### config.mk
export PLATFORM = sky130hd
export DESIGN_NAME = rx_oversampler_flat
export DESIGN_NICKNAME = d
export VERILOG_FILES = /design/src/rtl/uart_rx_pkg.sv /design/src/rtl/rx_oversampler_if.sv /design/src/rtl/rx_edge_bit_counter.sv /design/src/rtl/rx_oversampler.sv /design/src/flat_wrapper.sv
export SDC_FILE = /design/constraint.sdc
export NUM_CORES = 1
export LEC_CHECK = 0
export BUFFER_PORTS_ARGS = -buffer_cell sky130_fd_sc_hd__clkbuf_2
export CAP_MARGIN = 40
export CORE_AREA = 2 2 46 70
export DETAILED_ROUTE_END_ITERATION = 6
export DIE_AREA = 0 0 48 72
export GPL_TIMING_DRIVEN = 0
export PLACE_DENSITY = 0.62
export SLEW_MARGIN = 10
export SYNTH_ARGS = -nofsm -noshare
export SYNTH_HDL_FRONTEND = slang
export SYNTH_SLANG_ARGS = --single-unit
### constraint.sdc
create_clock -name CLK -period 2.08 [get_ports CLK]
set_input_delay 0.104 -clock CLK [delete_from_list [all_inputs] [get_ports CLK]]
set_output_delay 0.104 -clock CLK [all_outputs]
set_load 0.05 [all_outputs]
### src/rtl/uart_rx_pkg.sv
// uart_rx_pkg: shared prescale constants, default widths and majority vote for the UART RX front end.
package uart_rx_pkg;
  localparam int PRESCALE_W_DEF = 6;
  localparam int BIT_CNT_W_DEF = 4;
  localparam int PRESCALE_8 = 8;
  localparam int PRESCALE_16 = 16;
  localparam int PRESCALE_32 = 32;
  function automatic logic maj3(input logic a, input logic b, input logic c);
    return (a & b) | (a & c) | (b & c);
  endfunction
endpackage

### src/rtl/rx_oversampler_if.sv
// rx_oversampler_if: serial line, prescale and RX FSM sequencing signals around the oversampler.
interface rx_oversampler_if #(
  parameter int PRESCALE_W = 6,
  parameter int BIT_CNT_W = 4
);
  logic RX_IN;
  logic [PRESCALE_W-1:0] Prescale;
  logic samp_en;
  logic [PRESCALE_W-1:0] edge_cnt;
  logic [BIT_CNT_W-1:0] bit_cnt;
  logic sampled_bit;
  logic sample_valid;
  modport master (
    output RX_IN, Prescale, samp_en,
    input edge_cnt, bit_cnt, sampled_bit, sample_valid
  );
  modport slave (
    input RX_IN, Prescale, samp_en,
    output edge_cnt, bit_cnt, sampled_bit, sample_valid
  );
endinterface

### src/rtl/rx_edge_bit_counter.sv
// rx_edge_bit_counter: edge/bit counters within a frame, cleared while samp_en is low.
module rx_edge_bit_counter
  import uart_rx_pkg::*;
#(
  parameter int PRESCALE_W = PRESCALE_W_DEF,
  parameter int BIT_CNT_W = BIT_CNT_W_DEF
) (
  input  logic CLK,
  input  logic RST,
  input  logic samp_en,
  input  logic [PRESCALE_W-1:0] prescale,
  output logic [PRESCALE_W-1:0] edge_cnt,
  output logic [BIT_CNT_W-1:0] bit_cnt,
  output logic [PRESCALE_W-1:0] p_eff
);
  logic wrap;
  always_comb begin
    p_eff = (prescale == PRESCALE_W'(PRESCALE_16) || prescale == PRESCALE_W'(PRESCALE_32)) ? prescale : PRESCALE_W'(PRESCALE_8);
    // >= rather than == so a mid-frame shrink of P wraps at once instead of running the counter round
    wrap = edge_cnt >= p_eff - PRESCALE_W'(1);
  end
  always_ff @(posedge CLK or negedge RST)
    if (!RST) begin
      edge_cnt <= '0;
      bit_cnt <= '0;
    end else if (!samp_en) begin
      edge_cnt <= '0;
      bit_cnt <= '0;
    end else begin
      edge_cnt <= wrap ? '0 : edge_cnt + PRESCALE_W'(1);
      if (wrap && bit_cnt != '1) bit_cnt <= bit_cnt + BIT_CNT_W'(1);
    end
endmodule

### src/rtl/rx_oversampler.sv
// rx_oversampler: UART RX front end, 3-sample majority vote around mid-bit, one strobe per bit period.
// Define RX_OVERSAMPLER_SYNC_EN to pass RX_IN through a 2-flop synchronizer first.
module rx_oversampler
  import uart_rx_pkg::*;
#(
  parameter int PRESCALE_W = PRESCALE_W_DEF,
  parameter int BIT_CNT_W = BIT_CNT_W_DEF
) (
  input logic CLK,
  input logic RST,
  rx_oversampler_if.slave bus
);
  logic [PRESCALE_W-1:0] p_eff, mid, mid_m1, mid_p1;
  logic rx_s, s0, s1;
  rx_edge_bit_counter #(.PRESCALE_W(PRESCALE_W), .BIT_CNT_W(BIT_CNT_W)) u_cnt (
    .CLK(CLK),
    .RST(RST),
    .samp_en(bus.samp_en),
    .prescale(bus.Prescale),
    .edge_cnt(bus.edge_cnt),
    .bit_cnt(bus.bit_cnt),
    .p_eff(p_eff)
  );
`ifdef RX_OVERSAMPLER_SYNC_EN
  logic [1:0] sync;
  always_ff @(posedge CLK or negedge RST)
    if (!RST) sync <= 2'b11;
    else sync <= {sync[0], bus.RX_IN};
  assign rx_s = sync[1];
`else
  assign rx_s = bus.RX_IN;
`endif
  always_comb begin
    mid = p_eff >> 1;
    mid_m1 = mid - PRESCALE_W'(1);
    mid_p1 = mid + PRESCALE_W'(1);
  end
  // s2 is the live line value at mid+1, so the vote lands one cycle later at mid+2
  always_ff @(posedge CLK or negedge RST)
    if (!RST) begin
      s0 <= 1'b0;
      s1 <= 1'b0;
      bus.sampled_bit <= 1'b1;
      bus.sample_valid <= 1'b0;
    end else begin
      bus.sample_valid <= bus.samp_en && bus.edge_cnt == mid_p1;
      if (!bus.samp_en) begin
        s0 <= 1'b0;
        s1 <= 1'b0;
      end else begin
        if (bus.edge_cnt == mid_m1) s0 <= rx_s;
        if (bus.edge_cnt == mid) s1 <= rx_s;
        if (bus.edge_cnt == mid_p1) bus.sampled_bit <= maj3(s0, s1, rx_s);
      end
    end
endmodule

### src/flat_wrapper.sv
// flat-port wrapper written by rule: the top's interface ports become plain ports
module rx_oversampler_flat import uart_rx_pkg::*;
#(
  parameter int PRESCALE_W = PRESCALE_W_DEF,
  parameter int BIT_CNT_W = BIT_CNT_W_DEF
)
  (CLK, RST, bus_RX_IN, bus_Prescale, bus_samp_en, bus_edge_cnt, bus_bit_cnt, bus_sampled_bit, bus_sample_valid);
  rx_oversampler_if #(.PRESCALE_W(PRESCALE_W), .BIT_CNT_W(BIT_CNT_W)) bus_i ();
  input logic CLK;
  input logic RST;
  input wire logic [$bits(bus_i.RX_IN)-1:0] bus_RX_IN;
  input wire logic [$bits(bus_i.Prescale)-1:0] bus_Prescale;
  input wire logic [$bits(bus_i.samp_en)-1:0] bus_samp_en;
  output wire logic [$bits(bus_i.edge_cnt)-1:0] bus_edge_cnt;
  output wire logic [$bits(bus_i.bit_cnt)-1:0] bus_bit_cnt;
  output wire logic [$bits(bus_i.sampled_bit)-1:0] bus_sampled_bit;
  output wire logic [$bits(bus_i.sample_valid)-1:0] bus_sample_valid;
  assign bus_i.RX_IN = bus_RX_IN;
  assign bus_i.Prescale = bus_Prescale;
  assign bus_i.samp_en = bus_samp_en;
  assign bus_edge_cnt = bus_i.edge_cnt;
  assign bus_bit_cnt = bus_i.bit_cnt;
  assign bus_sampled_bit = bus_i.sampled_bit;
  assign bus_sample_valid = bus_i.sample_valid;
  rx_oversampler #(.PRESCALE_W(PRESCALE_W), .BIT_CNT_W(BIT_CNT_W)) u_core (.CLK(CLK), .RST(RST), .bus(bus_i));
endmodule
* After elaboration in Yosys (flattened, before gate mapping)
Index checks and enable logic that the tools add are counted.
Word-level totals: flip-flop bits (word level) 14, input bits 10, word-level logic and storage cells 39
Operators by class: add/subtract/negate cells 5, magnitude comparators 1, equal/unequal tests 9, mux-type cells 9, bitwise operators 5, reductions and logical operators 4
Operator list (count):
- two-way mux 6 bit | 3
- equality test 6 bit | 2
- two-way mux 4 bit | 2
- adder 5 x 1 -> 6 bit (second input constant) | 1
- adder 6 x 1 -> 6 bit (second input constant) | 1
- equality test 6 x 5 -> 1 bit | 1
- equality test 6 x 5 -> 1 bit (second input constant) | 1
- equality test 6 bit (second input constant) | 1
- >= comparator 6 bit | 1
- inequality test 2 x 1 -> 1 bit (second input constant) | 3
- subtractor 5 x 1 -> 6 bit (second input constant) | 1
- subtractor 6 x 1 -> 6 bit (second input constant) | 1
- adder 4 x 1 -> 4 bit (second input constant) | 1
- two-way mux 1 bit | 4
- inequality test 4 bit (second input constant) | 1
- bitwise AND 1 bit | 3
- logical AND 1 bit | 2
- OR 1 bit | 2
- AND reduction 2 bit | 1
- logical OR 1 bit | 1

* Longest topological paths before layout
depth after elaboration 8, gate-level depth with buffers 10, mapped depth without buffers 10

* Hierarchy
A second synthesis with hierarchy kept.
Second synthesis, totals: cells, all modules 129, area total of the unflattened synthesis 1209.9 um^2
Modules (own cells, without submodules):
- rx_edge_bit_counter | times used 1, cells an instance 77, area an instance 725.7 um^2, seq. area each 250.2 um^2
- rx_oversampler | times used 1, cells an instance 52, area an instance 484.2 um^2, seq. area each 101.3 um^2

* Worst setup path after synthesis
No wires, ideal clock.
path kind input port to flip-flop, from input port bus_Prescale[1], to register u_core.u_cnt.bit_cnt[2], setup time 0.099 ns, arrival 1.977 ns, data required time 1.981 ns, setup slack 0.003 ns, cell stages on the path 8, cell sequence nor4_4 > o21ai_2 > xnor2_1 > ha_1 > a2111oi_0 > o21a_1 > nor2_1 > a311oi_1
On the way: cells in the longest elaborated chain, start to end 7, elaborated cells on any way between the ends 8, those cells by class add/sub: 1; order compare: 1; eq/ne: 3; mux: 1; reduce/logical: 2
RTL lines:
- from (decl) | RTL line flat_wrapper.sv:12 | input wire logic [$bits(bus_i.Prescale)-1:0] bus_Prescale;
- equality test 6 x 5 -> 1 bit or equality test 6 bit (tied branches) | RTL line rx_edge_bit_counter.sv:18 | p_eff = (prescale == PRESCALE_W'(PRESCALE_16) || prescale == PRESCALE_W'(PRESCALE_32)) ? prescale : PRESCALE_W ...
- logical OR 1 bit | RTL line rx_edge_bit_counter.sv:18
- two-way mux 6 bit (*) | RTL line rx_edge_bit_counter.sv:18
- subtractor 6 x 1 -> 6 bit (*) | RTL line rx_edge_bit_counter.sv:20 | wrap = edge_cnt >= p_eff - PRESCALE_W'(1);
- >= comparator 6 bit (*) | RTL line rx_edge_bit_counter.sv:20
- logical AND 1 bit (*) | RTL line rx_edge_bit_counter.sv:31 | if (wrap && bit_cnt != '1) bit_cnt <= bit_cnt + BIT_CNT_W'(1);
- inequality test 2 x 1 -> 1 bit (no source line) (*)
- to (signal assigned) | RTL line rx_edge_bit_counter.sv:31
- to (decl) | RTL line rx_edge_bit_counter.sv:13 | output logic [BIT_CNT_W-1:0] bit_cnt,
Every way passes the cells marked *; elsewhere a longest branch is shown, timed or not. A chain may end at the register's enable or synchronous reset.

* Final worst setup path
from input port bus_Prescale[2], to register u_core.u_cnt.bit_cnt[2]
The elaborated chain is that of the path after synthesis.

==> out/metrics.cfg <==
[layout]
fin_nets = 165
finalInstanceArea_mm2 = 0.001353
fin_cells = 182
antennaDiodeCount = 0
area_growth_pct = 23.68
multi_input_area_um2 = 750.7
seqCellArea_um2 = 351.6
drive_gt1_share_pct = 24.48
n_fill_cell = 285

[grt]
grt_pass1_vias = 941
antenna_found_initial = 0
grtUsageTotal_pct = 15.24
grt_pass1_wl_mm = 3.808
grt_max_degree = 15
gr-total-overflow = 0

[sta]
setup-violations-final = 0
fin_crit_sh_pct = 91.80
hold_viol_final = 0
rsz0062_at_grt = no
layout_min_cycle_time_ns = 1.909
drv_slew = 0
max_clock_freq_mhz = 523.7
setup_slack_ns = 0.1705
tns_ns = 0
skew_ns = 0.006165

[yosys]
netlist_area_mm2 = 0.001094
synth_edf_count = 0
ys_top_cells_by_area = dfrtp_1, ha_1, xor3_1
yosys.area.top_type = dfrtp_1
ys_seq_elements = 14
yosysWarnings = 0
async_flop_share_pct = 100.0
yosys.area.top_type_share_pct = 29.75
synth_top_flop_cell = dfrtp_1
synth_cell_type_count = 45
synthCells = 111
avgSynthCellArea_um2 = 9.852
synth-seq-area-share_pct = 32.15

[placed_design]
portBuffers = 21
placed_cell_area_mm2 = 0.001266
post-place-ws_ns = -0.4718
dp_hpwl_mm = 1.802
place_inst = 176
place.gp.congestion = 0.7160

[power_and_ir_drop]
power.total_mw = 0.8644
peakVddDrop_uv = 587.5
p_leak_nw = 0.6328
power_density_mw_per_mm2 = 639.1

[critical_path]
rrSetupSlack_ns = 0.21
criticalPathCategory = in2reg
crit_end = u_core.u_cnt.bit_cnt[2]
end_kind = register
path_cells = clkbuf_2, nor4_4, buf_4, nand2_1, ha_1, or2_1, a21oi_1, inv_1, a31oi_1, a311oi_1
startpoint = bus_Prescale[2]
crit_cells = 10
critical_path.max_stage_delay_ns = 0.34
path_buf_inv = 3
critPathTopFamily = compound AO/OA/AOI/OAI gates
slowest_stage = a21oi_1
reg2reg_from = u_core.u_cnt.edge_cnt[3]
crit_path_max_fanout = 6
rr_worst_depth = 6
worstPathRequired_ns = 2.18
cp-start-kind = primary input
r2r_end = u_core.bus.sampled_bit
crit_arrival_ns = 2.01

[route]
routed_wl_mm = 2.224
wl_met1_um = 905
dr_wl_met2_mm = 1.197
ant_nets = 0
via_count = 919
maxUsedRoutingLayer = met4
first_iter_violations = 9
firstDrtPassIters = 3
viasPerCell = 5.049
wl_met3_um = 83
wl_per_cell_um = 12.22
drc_errors = 0

[cts]
h-tree-depth = 1
clk_latency_ns = 0.24
clockBufferDepth = 2
root_buffer = clkbuf_8
cts_tree = built
cts_sinks = 14
numCtsBuffers = 3
clkTransAtPathRegs_ns = 0.05

[die]
fp.dieH_um = 72
die-area_mm2 = 0.003456
fp-row-count = 24
io_pins = 22
die_w_um = 48
start_util_pct = 38.33
fp.coreArea_mm2 = 0.002853

[status]
status = completed

[hold_path]
holdCritPathClass = in2reg

[flow_run]
maxCapViolCount = 0

cells in the mapped netlist, types with 2 or more instances:
cell type	n
a21oi_1	3
a311oi_1	2
a31oi_1	2
and2_1	2
and3_1	2
clkbuf_1	2
conb_1	2
dfrtp_1	13
ha_1	11
inv_1	5
mux2i_1	2
nand2_1	8
nand2b_1	2
nand3_1	4
nand3b_1	2
nor2_1	9
nor2b_1	4
nor4bb_1	2
xnor2_1	5
xor2_1	3
xor3_1	2
state kept, by name (all words and copies together), names as in the netlist:
name,cells
u_core.bus.sampled_bit,1
u_core.bus.sample_valid,1
u_core.u_cnt.edge_cnt,6
u_core.s1,1
u_core.u_cnt.bit_cnt,4
u_core.s0,1
what timing repair did:
action	CTS	global route
setup endpoints to repair	10	3
buffers inserted	1	0
pin swaps	1	0
resized for setup	2	3
hold endpoints to repair	13	0
hold buffers	1	0
layout by cell type, fill, tap and decap left out, drive strengths merged, types with 2 or more instances in the layout:
cell type,Yosys,final
and2,2,2
buf,1,2
nand3,4,4
nor2b,4,4
nand3b,2,2
clkbuf,2,27
o21ai,3,3
dfrtp,13,13
xnor2,5,5
a31oi,2,2
conb,2,7
nor4bb,2,2
and3,2,2
mux2i,2,2
a21oi,3,3
inv,5,5
xor2,3,3
nor2,9,9
nand2,8,8
mux2,2,2
ha,11,11
xor3,2,2
nor4,2,2
a311oi,2,2
nand2b,2,2
power breakdown:
| part | switching [mW] | total (mW) | internal (mW) |
|---|---|---|---|
| Combinational | 0.197 | 0.305 | 0.108 |
| Clock | 0.0912 | 0.226 | 0.135 |
| Sequential | 0.0330 | 0.333 | 0.300 |
| Total | 0.321 | 0.864 | 0.543 |
worst min path at each step:
| stage | startpoint | endpoint | slack [ns] | cells after the start |
|---|---|---|---|---|
| 6_report | bus_RX_IN | u_core.s1 | 0.14 | 3 |
| 5_1_grt | bus_RX_IN | u_core.s1 | 0.16 | 3 |
| 4_1_cts | bus_RX_IN | u_core.s1 | 0.14 | 3 |
| 3_5_place_dp | RST | u_core.u_cnt.bit_cnt[2] | 0.04 | 1 |
| 3_3_place_gp | RST | u_core.u_cnt.bit_cnt[2] | 0.03 | 1 |
| 2_1_floorplan | RST | u_core.bus.sample_valid | -0.19 | 0 |
layer usage:
layer  vias up  global-route usage, %
met2        19                  27.70
li1        457                      -
met4         0                  5.405
met3         4                  2.239
met1       439                  16.72
met5         -                      0
worst min-delay path: cells and delay by family:
family / cells / cell delay, ns
AND/OR/NAND/NOR: 1 / 0.07
buffers and inverters: 1 / 0.10
AO/OA/AOI/OAI: 1 / 0.06
logic make-up after synthesis:
family,count (synthesis),share of synthesized area (%)
adders and majority gates,12,13.50
buffers and inverters,8,3.090
AOI/OAI and AO/OA,19,12.70
and+or+nand+nor,42,23.23
xor gates and xnor gates,10,10.76
muxes,4,3.890
other,2,0.6868
DFF,14,32.15
area by class of cell:
| type | count | share of cell area, % |
|---|---|---|
| Buffer | 3 | 1.110 |
| Clock buffer | 4 | 3.330 |
| Inverter | 5 | 1.388 |
| Multi-Input combinational cell | 94 | 55.50 |
| Sequential cell | 14 | 25.99 |
| Tap cell | 39 | 3.608 |
| Timing Repair Buffer | 23 | 9.066 |
per-stage QoR:
stage / utilization [%] / hold slack (ns)
2_1_floorplan: - / -0.1916
3_3_place_gp: 44.39 / 0.03327
3_5_place_dp: 44.39 / 0.03958
4_1_cts: 46.71 / 0.1380
5_1_grt: 47.41 / 0.1588
6_report: 47.41 / 0.1355
(Power assumes the default switching activity.)
